File: src/rtl/home_scan_ctrl.sv
`default_nettype none
// ============================================================================
//  Module      : home_scan_ctrl
//  Description : Programmable slot-scheduled scanner for N binary sensors and
//                one temperature input. Drives per-sensor actuators, heater
//                and cooler outputs, a display code and an event pulse.
//                Supports legacy one-hot mode and hold mode with per-sensor
//                latching/acknowledge and temperature hysteresis.
//  Revision    : 1.0 - initial parametrised release
// ============================================================================
module home_scan_ctrl #(
   parameter int                         N_SENSOR = 4,
   parameter int                         SLOTS    = 13,
   parameter int                         SEL_W    = 3,
   parameter logic [SLOTS*SEL_W-1:0]     SCHED    = {3'd2, 3'd3, 3'd1, 3'd0, 3'd4, 3'd2, 3'd0,
                                                     3'd1, 3'd3, 3'd0, 3'd2, 3'd1, 3'd0},
   parameter int                         TEMP_W   = 7,
   parameter int                         TEMP_LO  = 50,
   parameter int                         TEMP_HI  = 70,
   parameter int                         HYST     = 2,
   parameter int                         MODE     = 0,
   parameter logic [N_SENSOR-1:0]        LATCH    = '0,
   localparam int                        DISP_W   = $clog2(N_SENSOR + 3),
   localparam int                        SLOT_W   = (SLOTS > 1) ? $clog2(SLOTS) : 1
) (
   input  logic                clk,
   input  logic                rst_n,
   input  logic                en,
   input  logic [N_SENSOR-1:0] s,
   input  logic [TEMP_W-1:0]   st,
   input  logic [N_SENSOR-1:0] ack,
   output logic [N_SENSOR-1:0] act,
   output logic                heater,
   output logic                cooler,
   output logic [DISP_W-1:0]   display,
   output logic [SLOT_W-1:0]   slot,
   output logic                event_pulse
);

   // Temperature thresholds, all compared unsigned at TEMP_W bits
   localparam logic [TEMP_W-1:0] C_HEAT_SET = TEMP_W'(TEMP_LO);
   localparam logic [TEMP_W-1:0] C_HEAT_CLR = TEMP_W'(TEMP_LO + HYST);
   localparam logic [TEMP_W-1:0] C_COOL_SET = TEMP_W'(TEMP_HI);
   localparam logic [TEMP_W-1:0] C_COOL_CLR = TEMP_W'(TEMP_HI - HYST);
   localparam logic [SLOT_W-1:0] C_LAST_SLOT = SLOT_W'(SLOTS - 1);
   localparam logic [SEL_W-1:0]  C_TEMP_SEL  = SEL_W'(N_SENSOR);
   // Latching only exists in hold mode; legacy mode ignores LATCH and ack
   localparam logic [N_SENSOR-1:0] C_LATCH_EFF = (MODE == 1) ? LATCH : '0;

   // Registered state
   logic [SLOT_W-1:0]   slot_q, slot_d;
   logic [N_SENSOR-1:0] sens_q, sens_d;
   logic                heat_q, heat_d;
   logic                cool_q, cool_d;
   logic [N_SENSOR-1:0] act_q, act_d;
   logic                heater_q, heater_d;
   logic                cooler_q, cooler_d;
   logic [DISP_W-1:0]   disp_q, disp_d;
   logic                event_q, event_d;

   // Schedule decode
   logic [SEL_W-1:0]    w_sched [SLOTS];
   logic [SEL_W-1:0]    w_sel;
   logic [N_SENSOR-1:0] w_onehot;
   logic                w_temp;

   for (genvar k = 0; k < SLOTS; k++) begin : g_sched
      assign w_sched[k] = SCHED[k*SEL_W +: SEL_W];
   end

   assign w_sel = w_sched[slot_q];

   // Decode the current slot entry into a sensor one-hot and a temperature flag;
   // idle entries (> N_SENSOR) decode to neither
   always_comb begin
      w_onehot = '0;
      for (int i = 0; i < N_SENSOR; i++) begin
         if (w_sel == SEL_W'(i)) begin
            w_onehot[i] = 1'b1;
         end
      end
      w_temp = (w_sel == C_TEMP_SEL);
   end

   // Next-state: slot advance, channel evaluation, latch clear and output mapping
   always_comb begin
      slot_d   = slot_q;
      heat_d   = heat_q;
      cool_d   = cool_q;
      act_d    = act_q;
      heater_d = heater_q;
      cooler_d = cooler_q;
      disp_d   = disp_q;

      // Acknowledge works on latched bits regardless of en; applied before
      // evaluation so that a coincident active sample re-sets the bit
      sens_d = sens_q & ~(ack & C_LATCH_EFF);

      if (en) begin
         slot_d = (slot_q == C_LAST_SLOT) ? '0 : slot_q + SLOT_W'(1);
         disp_d = '0;

         // Sensor slot: non-latched bits follow the sample, latched bits only set
         sens_d = (sens_d & ~(w_onehot & ~C_LATCH_EFF)) | (w_onehot & s);
         for (int i = 0; i < N_SENSOR; i++) begin
            if (w_onehot[i] && s[i]) begin
               disp_d = DISP_W'(i + 1);
            end
         end

         // Temperature slot with hysteresis: between set and clear thresholds hold
         if (w_temp) begin
            if (st < C_HEAT_SET) begin
               heat_d = 1'b1;
            end else if (st >= C_HEAT_CLR) begin
               heat_d = 1'b0;
            end
            if (st > C_COOL_SET) begin
               cool_d = 1'b1;
            end else if (st <= C_COOL_CLR) begin
               cool_d = 1'b0;
            end
            if (heat_d) begin
               disp_d = DISP_W'(N_SENSOR + 1);
            end else if (cool_d) begin
               disp_d = DISP_W'(N_SENSOR + 2);
            end
         end
      end

      if (MODE == 1) begin
         // Hold mode: every output mirrors its channel state
         act_d    = sens_d;
         heater_d = heat_d;
         cooler_d = cool_d;
      end else if (en) begin
         // Legacy mode: only the channel just evaluated may be high
         act_d    = w_onehot & s;
         heater_d = w_temp & heat_d;
         cooler_d = w_temp & cool_d;
      end

      event_d = (|(act_d & ~act_q)) | (heater_d & ~heater_q) | (cooler_d & ~cooler_q);
   end

   // State and output registers, asynchronously cleared
   always_ff @(posedge clk or negedge rst_n) begin
      if (!rst_n) begin
         slot_q   <= '0;
         sens_q   <= '0;
         heat_q   <= 1'b0;
         cool_q   <= 1'b0;
         act_q    <= '0;
         heater_q <= 1'b0;
         cooler_q <= 1'b0;
         disp_q   <= '0;
         event_q  <= 1'b0;
      end else begin
         slot_q   <= slot_d;
         sens_q   <= sens_d;
         heat_q   <= heat_d;
         cool_q   <= cool_d;
         act_q    <= act_d;
         heater_q <= heater_d;
         cooler_q <= cooler_d;
         disp_q   <= disp_d;
         event_q  <= event_d;
      end
   end

   assign act         = act_q;
   assign heater      = heater_q;
   assign cooler      = cooler_q;
   assign display     = disp_q;
   assign slot        = slot_q;
   assign event_pulse = event_q;

endmodule
`default_nettype wire

File: config.mk
export PLATFORM = sky130hd
export DESIGN_NAME = home_scan_ctrl
export DESIGN_NICKNAME = d
export VERILOG_FILES = /design/src/rtl/home_scan_ctrl.sv
export SDC_FILE = /design/constraint.sdc
export NUM_CORES = 1
export LEC_CHECK = 0
export ABC_AREA = 1
export CAP_MARGIN = 20
export CORE_MARGIN = 8
export CORE_UTILIZATION = 49
export DETAILED_ROUTE_END_ITERATION = 8
export PLACE_DENSITY = 0.84
export SLEW_MARGIN = 20
export SYNTH_ARGS = -nofsm -noshare
export SYNTH_HDL_FRONTEND = slang
export SYNTH_SLANG_ARGS = --single-unit
File: constraint.sdc
create_clock -name clk -period 2.7 [get_ports clk]
set_clock_uncertainty 0.2 [all_clocks]
set_input_delay 0.675 -clock clk [delete_from_list [all_inputs] [get_ports clk]]
set_output_delay 0.675 -clock clk [all_outputs]
set_load 0.01 [all_outputs]
==> flow_metrics.py, run 1 <==
metrics = {
    "run_status": {
        "status": "finished clean",
    },
    "synthesis": {
        "synth_top_area_share_pct": 38.9,
        "syn_avg_cell_area_um2": 7.29,
        "synth.top_cells.by_area": "dfrtp_1 39%, nand2_1 14%, nand3_1 6.3%, inv_1 6.2%, ha_1 6.1%",
        "ys_ff_latch": 16,
        "netlist_instances": 141,
        "netlist_area_um2": 1030,
        "yosysWarnings": 0,
        "syn-num-nets": 164,
        "yosysSeqAreaShare_pct": 38.9,
        "synth.distinct_cells": 22,
        "synth.largest_area_cell": "dfrtp_1",
    },
    "setup_path": {
        "critical_path_arrival_ns": 1.38,
        "reg2reg_slack_ns": 0.71,
        "cp-startpoint": "slot[3]$_DFFE_PN0P_",
        "r2r_cells": 10,
        "reg2reg_from": "slot[0]$_DFFE_PN0P_",
        "cp-start-kind": "flip-flop",
        "timing.rr.end": "event_pulse$_DFF_PN0_",
        "path_delay_family": "buffers and inverters",
        "endpoint_kind": "output pin",
        "cp_data_required_time_ns": 1.82,
        "cp_cell_sequence": "clkdlybuf4s50_1",
        "cp_max_fo": 7,
        "slowest_delay_ns": 0.60,
        "critical_path_buf_inv_count": 1,
        "setup.worst_path.class": "reg -> out",
        "slowest_stage": "clkdlybuf4s50_1",
    },
    "cts": {
        "cts_tree": "done",
        "insertion_delay_ns": 0.29,
        "postCtsSetupBuffers": 0,
        "clockBufferDepth": 2,
        "cts_resized": 0,
        "cts.sinks": 16,
        "root_buffer": "clkbuf_4",
        "cts_buffers": 3,
        "cts_hold_buffers": 0,
        "htreeDepth": 1,
        "cts.clk_slew.worst_paths_ns": 0.10,
    },
    "sta": {
        "fmax_ghz": 0.443,
        "final_max_slew_viol_count": 0,
        "worstMarginPinSlew_ns": 0.710,
        "finalCritPeriodShare_pct": 83.5,
        "worst_hold_slack_ns": 0.319,
        "report.final.setup_viol": 0,
        "rsz0062_at_grt": "no",
        "worst_slack_ns": 0.445,
        "fin_crit_ns": 2.26,
        "slew_headroom_pct": 52.5,
        "final-hold-violation-count": 0,
        "timing.setup.tns_ns": 0,
    },
    "placed_design": {
        "dp_cells": 193,
        "gp_congestion": 0.848,
        "place_area_um2": 1330,
        "dp_slack_ns": 0.532,
        "place_hpwl_um": 2030,
        "port_buffers": 27,
    },
    "die": {
        "ios": 32,
        "initial_core_util_pct": 52.4,
        "core_area_um2": 1960,
        "die_area_um2": 3820,
        "fp.dieW_um": 61.8,
        "fp-row-count": 16,
        "die_h_um": 61.8,
    },
    "layout": {
        "regArea_um2": 400,
        "multi_input_area_um2": 543,
        "postLayoutCoreUtil_pct": 69.5,
        "design_area_um2": 1360,
        "nNetsFinal": 194,
        "area_growth_pct": 32.5,
        "n_antenna_cell": 0,
        "layout.cells.non_filler": 197,
        "fill_cells": 174,
        "drive_gt1_share_pct": 10.6,
    },
    "power_and_ir_drop": {
        "p_sw_uw": 568,
        "power.internal_uw": 714,
        "p_per_area_nw_per_um2": 941,
        "p_leak_nw": 0.669,
        "ir_drop_v": 0.000684,
        "pwr-share-clk_pct": 12.6,
        "power_frac_comb_pct": 56.1,
        "power.total_mw": 1.28,
        "seqPwrFrac_pct": 31.2,
        "sw_frac_of_total_pct": 44.3,
    },
    "run": {
        "maxCapViolCount": 0,
    },
    "detailed_routing": {
        "wl_per_cell_um": 12.9,
        "first_pass_iters": 4,
        "dr_total_vias": 1018,
        "drc": 0,
        "wirelength_um": 2550,
        "ant_nets": 0,
        "drt_iter0_drc": 29,
        "via_per_inst": 5.17,
    },
    "hold_path": {
        "min_to": "display[2]$_DFFE_PN0P_",
        "min_from": "display[2]$_DFFE_PN0P_",
        "hold_depth": 2,
        "min_path_type": "reg -> reg",
    },
    "grt": {
        "grt_usage_pct": 15.4,
        "grt_pass1_wl_um": 4440,
        "grt_overflow": 0,
        "antenna_found_initial": 0,
        "grt_max_degree": 27,
        "grt_pass1_vias": 1050,
    },
}
==> cell usage after synthesis <==
cell,n
nand3_1,13
ha_1,5
nor2_1,14
xor2_1,1
o21ai_2,2
buf_2,2
nor2_4,2
o21ai_0,9
dfrtp_1,16
or2_4,1
nor2_2,3
nand3_2,1
inv_1,17
nand4_1,4
a21oi_1,2
o211ai_1,1
nor3_1,2
o21ai_1,2
inv_2,2
clkbuf_1,1
nand2_4,2
nand2_1,39
==> registers in the layout, indices dropped and copies added (netlist names) <==
name,flops
heat_q,1
act,4
display,3
heater,1
event_pulse,1
cooler,1
cool_q,1
slot,4
==> cells by family (layout without fill, tap and decap cells) <==
family	after synthesis	count (layout)	share of synthesized area (%)
AND/OR/NAND/NOR	81	81	37.1
buffers and inverters	22	51	8.27
AO/OA/AOI/OAI	16	16	8.76
flip-flops	16	16	38.9
adder cells (fa/ha/maj)	5	5	6.08
XOR/XNOR	1	1	0.852
==> cells in the final DEF, fill, tap and decap left out, drive strengths merged <==
| cell | instances |
|---|---|
| inv | 19 |
| o21ai | 13 |
| xor2 | 1 |
| clkbuf | 4 |
| ha | 5 |
| or2 | 1 |
| nor3 | 2 |
| nand4 | 4 |
| o211ai | 1 |
| nand3 | 14 |
| dfrtp | 16 |
| nor2 | 19 |
| clkdlybuf4s50 | 27 |
| a21oi | 2 |
| buf | 1 |
| nand2 | 41 |
==> layer usage <==
metal	routed length (um)	GRT usage (%)	vias to the layer above	part of all wire [%]
met5	0	0	-	0
met4	34	7.47	0	1.3
met3	161	3.91	5	6.3
met2	1280	26.7	33	50
met1	1070	17.0	468	42
li1	-	-	512	-
==> worst max path at each step <==
| stage | depth (start not counted) | end | slack (ns) |
|---|---|---|---|
| 2_1_floorplan | 10 | event_pulse$_DFF_PN0_ | 0.91 |
| 3_3_place_gp | 8 | event_pulse$_DFF_PN0_ | 0.56 |
| 3_5_place_dp | 8 | event_pulse$_DFF_PN0_ | 0.53 |
| 4_1_cts | 1 | slot[3] | 0.45 |
| 5_1_grt | 1 | slot[3] | 0.41 |
| 6_report | 1 | slot[3] | 0.44 |
==> cell type report <==
| type | count | area share [%] |
|---|---|---|
| multi-input combinational | 103 | 39.9 |
| sequential | 16 | 29.4 |
| timing repair buffer | 28 | 20.4 |
| inverter | 19 | 5.23 |
| clock buffer | 4 | 2.66 |
| tap | 27 | 2.48 |
==> power by group through the flow <==
stage | registers (mW) | logic (mW) | clock network [mW]
floorplan | 0.424 | 0.427 | 0
global placement | 0.397 | 0.693 | 0
detailed placement | 0.403 | 0.720 | 0
CTS | 0.399 | 0.725 | 0.167
global route | 0.410 | 0.809 | 0.176
finish | 0.400 | 0.720 | 0.162
(Power assumes the default switching activity.)
==> run 2: changes to the inputs <==
--- a/config.mk
+++ b/config.mk
@@ -8,9 +8,9 @@
 export ABC_AREA = 1
 export CAP_MARGIN = 20
 export CORE_MARGIN = 8
-export CORE_UTILIZATION = 49
+export CORE_UTILIZATION = 46
 export DETAILED_ROUTE_END_ITERATION = 8
-export PLACE_DENSITY = 0.84
+export PLACE_DENSITY = 0.79
 export SLEW_MARGIN = 20
 export SYNTH_ARGS = -nofsm -noshare
 export SYNTH_HDL_FRONTEND = slang
==> constraint.sdc (replaced) <==
create_clock -name clk -period 2.3 [get_ports clk]
set_clock_uncertainty 0.2 [all_clocks]
set_input_delay 0.575 -clock clk [delete_from_list [all_inputs] [get_ports clk]]
set_output_delay 0.575 -clock clk [all_outputs]
set_load 0.01 [all_outputs]
==> flow_metrics.py, run 2 (synthesized netlist as in run 1, its figures left out) <==
metrics = {
    "sta": {
        "fin_crit_ns": 2.15,
        "rsz0062_at_grt": "no",
        "fmax_ghz": 0.465,
        "final_max_slew_viol_count": 0,
        "report.final.setup_viol": 0,
        "finalCritPeriodShare_pct": 93.4,
        "timing.setup.tns_ns": 0,
        "slew_headroom_pct": 83.9,
        "worstMarginPinSlew_ns": 0.242,
        "final-hold-violation-count": 0,
    },
    "power_and_ir_drop": {
        "p_sw_uw": 645,
        "p_leak_nw": 0.679,
        "sw_frac_of_total_pct": 43.4,
        "p_per_area_nw_per_um2": 1080,
        "seqPwrFrac_pct": 31.2,
        "power_frac_comb_pct": 55.9,
        "pwr-share-clk_pct": 12.9,
        "power.internal_uw": 840,
        "ir_drop_v": 0.000522,
    },
    "setup_path": {
        "path_delay_family": "buffers and inverters",
        "cp_data_required_time_ns": 1.52,
        "slowest_stage": "clkdlybuf4s50_1",
        "reg2reg_from": "slot[0]$_DFFE_PN0P_",
        "cp_max_fo": 7,
        "timing.rr.end": "cooler$_DFF_PN0_",
        "reg2reg_slack_ns": 0.37,
        "r2r_cells": 10,
        "setup.worst_path.class": "reg -> out",
        "slowest_delay_ns": 0.58,
        "critical_path_arrival_ns": 1.37,
        "cp-start-kind": "flip-flop",
        "critical_path_buf_inv_count": 1,
        "endpoint_kind": "output pin",
        "cp_cell_sequence": "clkdlybuf4s50_1",
    },
    "detailed_routing": {
        "wl_per_cell_um": 11.5,
        "dr_total_vias": 983,
        "drt_iter0_drc": 41,
        "via_per_inst": 4.92,
        "first_pass_iters": 4,
        "ant_nets": 0,
        "drc": 0,
        "wirelength_um": 2300,
    },
    "grt": {
        "grt_overflow": 0,
        "grt_max_degree": 19,
        "grt_pass1_vias": 931,
        "grt_usage_pct": 12.4,
        "grt_pass1_wl_um": 4090,
        "antenna_found_initial": 0,
    },
    "layout": {
        "layout_commonest_cell": "nand2_1",
        "most-common-layout-cells": "39 x nand2_1, 27 x clkdlybuf4s50_1, 17 x inv_1",
        "drive_gt1_share_pct": 11.6,
        "design_area_um2": 1380,
        "area_growth_pct": 34.1,
        "fill_cells": 186,
        "nNetsFinal": 196,
        "n_antenna_cell": 0,
    },
    "run_status": {
        "status": "finished clean",
    },
    "hold_path": {
        "hold_depth": 2,
        "min_to": "display[1]$_DFFE_PN0P_",
        "min_path_type": "reg -> reg",
        "min_from": "display[1]$_DFFE_PN0P_",
    },
    "cts": {
        "postCtsSetupBuffers": 0,
        "insertion_delay_ns": 0.30,
        "root_buffer": "clkbuf_4",
        "cts_hold_buffers": 0,
        "cts_buffers": 3,
        "cts.sinks": 16,
        "cts_tree": "done",
        "htreeDepth": 1,
        "cts_resized": 0,
        "clockBufferDepth": 2,
        "cts.clk_slew.worst_paths_ns": 0.10,
    },
    "die": {
        "die_h_um": 63.3,
        "fp-row-count": 17,
        "initial_core_util_pct": 47.4,
        "die_area_um2": 4000,
        "fp.dieW_um": 63.3,
        "core_area_um2": 2170,
        "ios": 32,
    },
    "placed_design": {
        "place_area_um2": 1340,
        "place_hpwl_um": 1880,
        "gp_congestion": 0.821,
        "port_buffers": 27,
    },
    "run": {
        "maxCapViolCount": 0,
    },
}
[run 2: changes by cell type in the layout (fill, tap and decap cells not counted), sizes merged]
cell / previous run / this run
buf: 1 / 3
[run 2: stage by stage]
step / instances / total power, mW / worst slack (ns) / utilization (%) / hold WS [ns]
2_1_floorplan: 141 / 0.999 / 0.508 / - / 0.0794
3_3_place_gp: 196 / 1.28 / 0.314 / 61.9 / 0.270
3_5_place_dp: 196 / 1.31 / 0.269 / 61.9 / 0.277
4_1_cts: 200 / 1.50 / 0.151 / 63.6 / 0.300
5_1_grt: 200 / 1.63 / 0.108 / 63.6 / 0.309
6_report: 200 / 1.49 / 0.151 / 63.6 / 0.302
[run 2: worst max-delay path by stage]
stage	to	cells past startpoint	start	slack [ns]
after floorplan	event_pulse$_DFF_PN0_	10	slot[0]$_DFFE_PN0P_	0.51
after global placement	event_pulse$_DFF_PN0_	8	en	0.31
after detailed placement	display[2]$_DFFE_PN0P_	8	st[1]	0.27
after CTS	slot[3]	1	slot[3]$_DFFE_PN0P_	0.15
after global routing	slot[3]	1	slot[3]$_DFFE_PN0P_	0.11
final	slot[3]	1	slot[3]$_DFFE_PN0P_	0.15
[run 2: area by class of cell]
class                   instances  area, um2  share of cell area [%]
multi-input cells             103        543                    39.4
flip-flops and latches         16        400                    29.0
repair buffers                 30        293                    21.2
inverters                      19       71.3                    5.17
clock buffers                   4       36.3                    2.63
well taps                      28       35.0                    2.54
[run 2: power groups by stage]
stage / Combinational [mW] / Clock (mW) / Sequential, mW
CTS: 0.841 / 0.200 / 0.462
global placement: 0.819 / 0 / 0.465
finish: 0.831 / 0.191 / 0.463
global route: 0.940 / 0.215 / 0.475
floorplan: 0.501 / 0 / 0.498
detailed placement: 0.839 / 0 / 0.467
[run 2: layer usage]
layer / up-vias / track usage (%) / share of wire, %
li1: 515 / - / -
met1: 437 / 15.0 / 46
met2: 26 / 19.6 / 47
met3: 5 / 2.65 / 4.2
met4: 0 / 7.52 / 2.4
met5: - / 0 / 0
